**src/rtl/alu_arbiter.sv**
```systemverilog
// Round-robin arbiter that shares one 4-bit ALU between two requesters.
// Grants one request at a time, runs it through the ALU for one cycle, then holds the result until consumed.
//
//  state | meaning
//  IDLE  | no operation in flight; the winning requester sees ready
//  EXEC  | latched operands drive the ALU; result captured on the edge
//  RESP  | result offered on the response port until rsp_ready
module alu_arbiter #(
    parameter int CNT_W = 8
) (
    input  logic             clk,
    input  logic             rst,
    input  logic             req0_valid,
    output logic             req0_ready,
    input  logic [1:0]       req0_op,
    input  logic [3:0]       req0_a,
    input  logic [3:0]       req0_b,
    input  logic             req1_valid,
    output logic             req1_ready,
    input  logic [1:0]       req1_op,
    input  logic [3:0]       req1_a,
    input  logic [3:0]       req1_b,
    output logic [1:0]       alu_op,
    output logic [3:0]       alu_a,
    output logic [3:0]       alu_b,
    input  logic [3:0]       alu_out,
    output logic             rsp_valid,
    input  logic             rsp_ready,
    output logic [3:0]       rsp_data,
    output logic             rsp_id,
    output logic             busy,
    output logic [CNT_W-1:0] op_count
);

    localparam logic [1:0] IDLE = 2'd0;
    localparam logic [1:0] EXEC = 2'd1;
    localparam logic [1:0] RESP = 2'd2;

    logic [1:0] state;
    logic       rr;
    logic       any_valid;
    logic       win;
    logic       accept;

    // win names the granted requester; rr only matters under contention
    always_comb begin
        any_valid  = req0_valid | req1_valid;
        win        = (req0_valid & req1_valid) ? rr : req1_valid;
        req0_ready = (state == IDLE) && any_valid && !win;
        req1_ready = (state == IDLE) && any_valid && win;
        accept     = req0_ready | req1_ready;
    end

    assign rsp_valid = (state == RESP);
    assign busy      = (state != IDLE);

    always_ff @(posedge clk or posedge rst) begin
        if (rst) begin
            state    <= IDLE;
            rr       <= 1'b0;
            alu_op   <= 2'd0;
            alu_a    <= 4'd0;
            alu_b    <= 4'd0;
            rsp_data <= 4'd0;
            rsp_id   <= 1'b0;
            op_count <= '0;
        end else begin
            case (state)
                IDLE: begin
                    if (accept) begin
                        alu_op <= win ? req1_op : req0_op;
                        alu_a  <= win ? req1_a  : req0_a;
                        alu_b  <= win ? req1_b  : req0_b;
                        rsp_id <= win;
                        rr     <= ~win;
                        state  <= EXEC;
                    end
                end
                EXEC: begin
                    rsp_data <= alu_out;
                    state    <= RESP;
                end
                RESP: begin
                    if (rsp_ready) begin
                        op_count <= op_count + CNT_W'(1);
                        state    <= IDLE;
                    end
                end
                default: state <= IDLE;
            endcase
        end
    end

endmodule

```
**config.mk**
```make
export PLATFORM = sky130hd
export DESIGN_NAME = alu_arbiter
export DESIGN_NICKNAME = d
export VERILOG_FILES = /design/src/rtl/alu_arbiter.sv
export SDC_FILE = /design/constraint.sdc
export NUM_CORES = 1
export LEC_CHECK = 0
export ABC_AREA = 1
export BUFFER_PORTS_ARGS = -buffer_cell sky130_fd_sc_hd__buf_2
export CAP_MARGIN = 20
export CORE_MARGIN = 2
export CORE_UTILIZATION = 40
export DETAILED_ROUTE_END_ITERATION = 8
export PLACE_DENSITY = 0.69
export SETUP_SLACK_MARGIN = 0.4
export SYNTH_ARGS = -nofsm -noshare
export SYNTH_HDL_FRONTEND = slang
export SYNTH_SLANG_ARGS = --single-unit
```
**constraint.sdc**
```tcl
create_clock -name clk -period 2.6 [get_ports clk]
set_input_delay 0.13 -clock clk [delete_from_list [all_inputs] [get_ports clk]]
set_output_delay 0.13 -clock clk [all_outputs]
set_load 0.01 [all_outputs]
```
; Word level (Yosys, flattened, before mapping)
; Index checks and enable logic that the tools add are counted.
[op_classes]
add_sub_neg = 1
eq_ne = 4
n_mux = 7
bitwise = 4
reduce_logical = 9
[op_table]
columns = cell, n
row1 = "8-bit by 1-bit adder with 8-bit output, second input constant", 1
row2 = 4-bit two-way mux, 2
row3 = 2-bit two-way mux, 3
row4 = 2-bit one-hot mux with 3 select lines, 1
row5 = 2-bit AND reduction, 3
row6 = 1-bit logical AND, 3
row7 = "2-bit by 1-bit == test with 1-bit output, second input constant", 1
row8 = "2-bit == test, second input constant", 1
row9 = 2-bit logical NOT, 1
row10 = "2-bit by 1-bit inequality test with 1-bit output, second input constant", 1
row11 = "2-bit inequality test, second input constant", 1
row12 = 1-bit bitwise OR, 2
row13 = 2-bit nonzero test, 1
row14 = 1-bit bitwise AND, 1
row15 = 1-bit logical NOT, 1
row16 = 1-bit two-way mux, 1
row17 = 1-bit NOT, 1
[totals]
reg_bits = 26
inputBits = 29
output_inout_bits = 27
elab_cells = 33

; Logic depth before layout (Yosys ltp)
[logic_depth]
ltp_word = 7
mapped_depth = 7
ltp_nobuf = 7

; Worst setup path before layout
; No wires, ideal clock.
[synth_path]
path_type = reg2reg
startpoint = register state[1]
endpoint = register alu_a[0]
setup_ns = 0.066
arrival_time_ns = 1.026
setup_slack_ns = 1.508
stages_incl_launch_ff = 7
n_path_buf = 1
synth_period_minus_slack_ns = 1.092
path_cell_list = dfrtp_1 nor2_4 inv_2 nor2_2 buf_6 nand2_2 nand3_2
[synth_via]
elab_chain_len = 5
word_cells_on_any_way = 6
[synth_lines]
columns = item, line
row1 = from (decl), 39  ; logic [1:0] state;
row2 = from (signal assigned), 59  ; state <= IDLE;
row3 = from (signal assigned), 76  ; state <= EXEC;
row4 = from (signal assigned), 81  ; state <= RESP;
row5 = 2-bit logical NOT, 50  ; req1_ready = (state == IDLE) && any_valid && win;
row6 = 1-bit logical AND (2 in a row), 50
row7 = via req1_ready, 19  ; output logic req1_ready,
row8 = 1-bit bitwise OR, 51  ; accept = req0_ready | req1_ready;
row9 = 2-bit AND reduction (no source line), n/a
row10 = to (signal assigned), 72  ; alu_a <= win ? req1_a : req0_a;
row11 = to (decl), 24  ; output logic [3:0] alu_a,
; The timed path passes the listed nets, and every way through them passes these cells.
; A chain may end at the register's enable or synchronous reset.

; Final worst setup path
[layout_path]
startpoint = register state[1]
endpoint = register alu_op[0]
[layout_via]
elab_chain_len = 5
word_cells_on_any_way = 6
[layout_lines]
columns = item, line
row1 = 2-bit logical NOT (*), "49, 50, 68"
row2 = 1-bit logical AND, "49, 50"
row3 = 1-bit logical AND (on tied branches), "49, 50"
row4 = 1-bit bitwise OR, 51
row5 = 2-bit AND reduction (no source line) (*), n/a
row6 = to (signal assigned), 71  ; alu_op <= win ? req1_op : req0_op;
row7 = to (decl), 23  ; output logic [1:0] alu_op,
; Mark *: on every way between the ends. The rest lies on a longest branch, timed or not.

==> impl_metrics.ini <==
[outcome]
outcome = complete, no violations

[place]
post-dp-hpwl_microns = 1910
gp_congestion = 0.790
placedCellCount = 231
place.port_buffers = 55
dp_worst_setup_slack_ns = 1.07

[synth]
synth-warning-count = 0
synth_top_cells_by_area = sky130_fd_sc_hd__dfrtp_1 (51%), sky130_fd_sc_hd__nand2_1 (13%), sky130_fd_sc_hd__nand3_2 (7.0%)
synth-seq-area-share = 0.506
syn_nets = 165
share_of_the_synthesized_area_in_the_top_cell_type = 0.506
synth_cells = 135
post_synth_instance_area_sq_mm = 0.00129
synth_seq_cells = 26
synthDistinctLibCells = 23
syn-mean-instance-area_sq_um = 9.53
yosys.area.top_type = sky130_fd_sc_hd__dfrtp_1

[detailed_routing]
dr.first_iter.drc_count = 36
wirelength_met1_microns = 1160
wl_per_cell_microns = 10.7
met3WireLength_microns = 147
vias = 1122
drc = 0
wl_met2_microns = 1360
total_wirelength_of_the_detailed_routed_design_microns = 2700
drt-vias-per-instance = 4.47
detail-route-antenna-nets = 0
top_layer = met4
drtPass1Iterations = 4

[global_route]
grt_pass1_wl_microns = 4390
remaining_global_route_overflow = 0
first_global_vias = 1048
initial_antenna_violation_count = 0
grt_util_overall = 0.160
largest_net_degree_at_the_start_of_global_routing = 27

[clocking]
numClockSinks = 26
cts_root_buf = sky130_fd_sc_hd__clkbuf_4
worst_setup_hold_path_clk_slew_ns = 0.15
clk_latency_ns = 0.32
post-cts-setup-buffers = 0
cts_htree_levels = 1
cts_tree = done
number_of_buffers_created_by_cts = 3
ctsLongestPathBuffers = 2

[timing]
rsz0062_at_grt = false
maxClockFrequency_mhz = 510
slew_violations = 0
report.final.hold_viol_count = 0
setup_viol = 0
max_slew_margin = 0.572
layout_setup_ws_ns = 0.639
totalNegativeSetupSlack_ns = 0
final_critical_path_required_period_ns = 1.96
fin_worst_skew_ns = 0.0122
worst_slew_pin_slew_ns = 0.641
final.period_utilization = 0.754

[job]
maxCapViolCount = 0

[worst_setup_path]
slowest_stage_cell_on_the_critical_path = sky130_fd_sc_hd__dlygate4sd3_1
timing.critical_path.cells = nor2_4 -> inv_2 -> nor2_2 -> nand2_2 -> nand3_2 -> dlygate4sd3_1
worst-endpoint-arrival_ns = 2.23
crit_path_max_incr_delay_ns = 0.55
setup.worst_path.class = reg -> reg
timing.critical_path.to_type = register
crit_path_max_fanout = 11
worstSetupStartpointType = register
required_ns = 2.87

[floorplan]
rows = 20
initial_utilization = 0.421
design.die.area_sq_mm = 0.00369
io_pins = 56
coreArea_sq_mm = 0.00305
chipHeight_microns = 60.7
fp.dieW_microns = 60.7

[layout]
drive_above_1_share = 0.444
insertedDiodeCount = 0
fin_cells = 251
most_frequent_cells_in_the_layout = sky130_fd_sc_hd__buf_2 (55), sky130_fd_sc_hd__nand2_1 (43), sky130_fd_sc_hd__dfrtp_1 (26), sky130_fd_sc_hd__dlygate4sd3_1 (15), sky130_fd_sc_hd__inv_1 (13)
area_delta_synth_final_pct = 41.0
layout_commonest_cell = sky130_fd_sc_hd__buf_2
finish.utilization = 0.594
nets = 238

[power]
power_leakage_nw = 0.981
powerDensity_mw_per_mm2 = 986
vdd_drop_max_mv = 0.549
report.power.total_mw = 1.79

[min_path]
hold_class = in -> reg
-- cell families after synthesis --
group	share of synthesized area
compound gates	0.0350
buf+inv	0.0700
mux	0.0350
flops	0.506
xor+xnor	0.0204
fa+ha+maj	0.00973
simple gates	0.324
-- where the power goes --
| group | total (mW) | switching, mW | internal [mW] |
|---|---|---|---|
| clock network | 0.276 | 0.120 | 0.156 |
| logic | 0.815 | 0.436 | 0.379 |
| registers | 0.697 | 0.122 | 0.575 |
| total | 1.79 | 0.678 | 1.11 |
-- state kept, by name (all words and copies together), names as in the netlist --
name / flops
alu_b: 4
rr: 1
rsp_data: 4
alu_a: 4
state: 2
rsp_id: 1
alu_op: 2
op_count: 8
-- cell usage after synthesis --
cell and count:
sky130_fd_sc_hd__o21ai_0 2, sky130_fd_sc_hd__o21ai_2 2, sky130_fd_sc_hd__xnor2_1 2, sky130_fd_sc_hd__inv_1 13, sky130_fd_sc_hd__nor2_1 3, sky130_fd_sc_hd__dfrtp_1 26, sky130_fd_sc_hd__mux2_2 4, sky130_fd_sc_hd__ha_1 1
sky130_fd_sc_hd__xor2_1 1, sky130_fd_sc_hd__buf_6 3, sky130_fd_sc_hd__nand2_1 43, sky130_fd_sc_hd__o21bai_1 1, sky130_fd_sc_hd__nor2_2 1, sky130_fd_sc_hd__nand2_2 10, sky130_fd_sc_hd__nand3b_1 1, sky130_fd_sc_hd__nand3_2 9
sky130_fd_sc_hd__nand4_1 1, sky130_fd_sc_hd__a21oi_1 1, sky130_fd_sc_hd__nor2_4 3, sky130_fd_sc_hd__o21ai_1 1, sky130_fd_sc_hd__nand3_4 1, sky130_fd_sc_hd__nand3_1 4, sky130_fd_sc_hd__inv_2 2
-- per-layer routing --
metal,global-route usage,vias to the layer above
met5,0,-
met4,0.0559,0
li1,-,562
met1,0.188,515
met3,0.0277,4
met2,0.292,41
-- critical path, delay by kind of cell (launching register included) --
family	cells	cell delay, ns
buffers and inverters	2	0.60
flip-flops	1	0.47
AND/OR/NAND/NOR	4	0.85
-- through the flow --
stage	instance area, sq um	hold slack [ns]
final	1810	0.0150
after global routing	1810	0.00430
after CTS	1740	0.00117
after detailed placement	1580	0.340
after global placement	1580	0.336
after floorplan	1290	0.170
-- worst paths after layout --
| check | from | slack, ns | depth (start not counted) | end |
|---|---|---|---|---|
| min in group asynchronous | rst | 0.24 | 3 | rsp_data[2]$_DFFE_PP0N_ |
| max reg2reg | state[1]$_DFFE_PP0P_ | 0.64 | 6 | alu_op[0]$_DFFE_PP0P_ |
| max | state[1]$_DFFE_PP0P_ | 0.64 | 6 | alu_op[0]$_DFFE_PP0P_ |
| min | req1_b[1] | 0.01 | 3 | alu_b[1]$_DFFE_PP0P_ |
| max in group asynchronous | rst | 1.99 | 4 | alu_a[1]$_DFFE_PP0P_ |
| min reg2reg | rsp_id$_DFFE_PP0P_ | 0.50 | 2 | rsp_id$_DFFE_PP0P_ |
-- layout make-up --
cell class | instances | area [sq um]
inverters | 15 | 56.3
fillers | 287 | 1240
flip-flops and latches | 26 | 651
multi-input cells | 91 | 546
clock buffers | 3 | 22.5
clock inverters | 1 | 30.0
well taps | 44 | 55.1
repair buffers | 71 | 453
-- timing repair --
item	4_1_cts	5_1_grt
hold endpoints to repair	7	30
hold buffers	10	5
gates resized for setup	0	0
(Power assumes the default switching activity.)
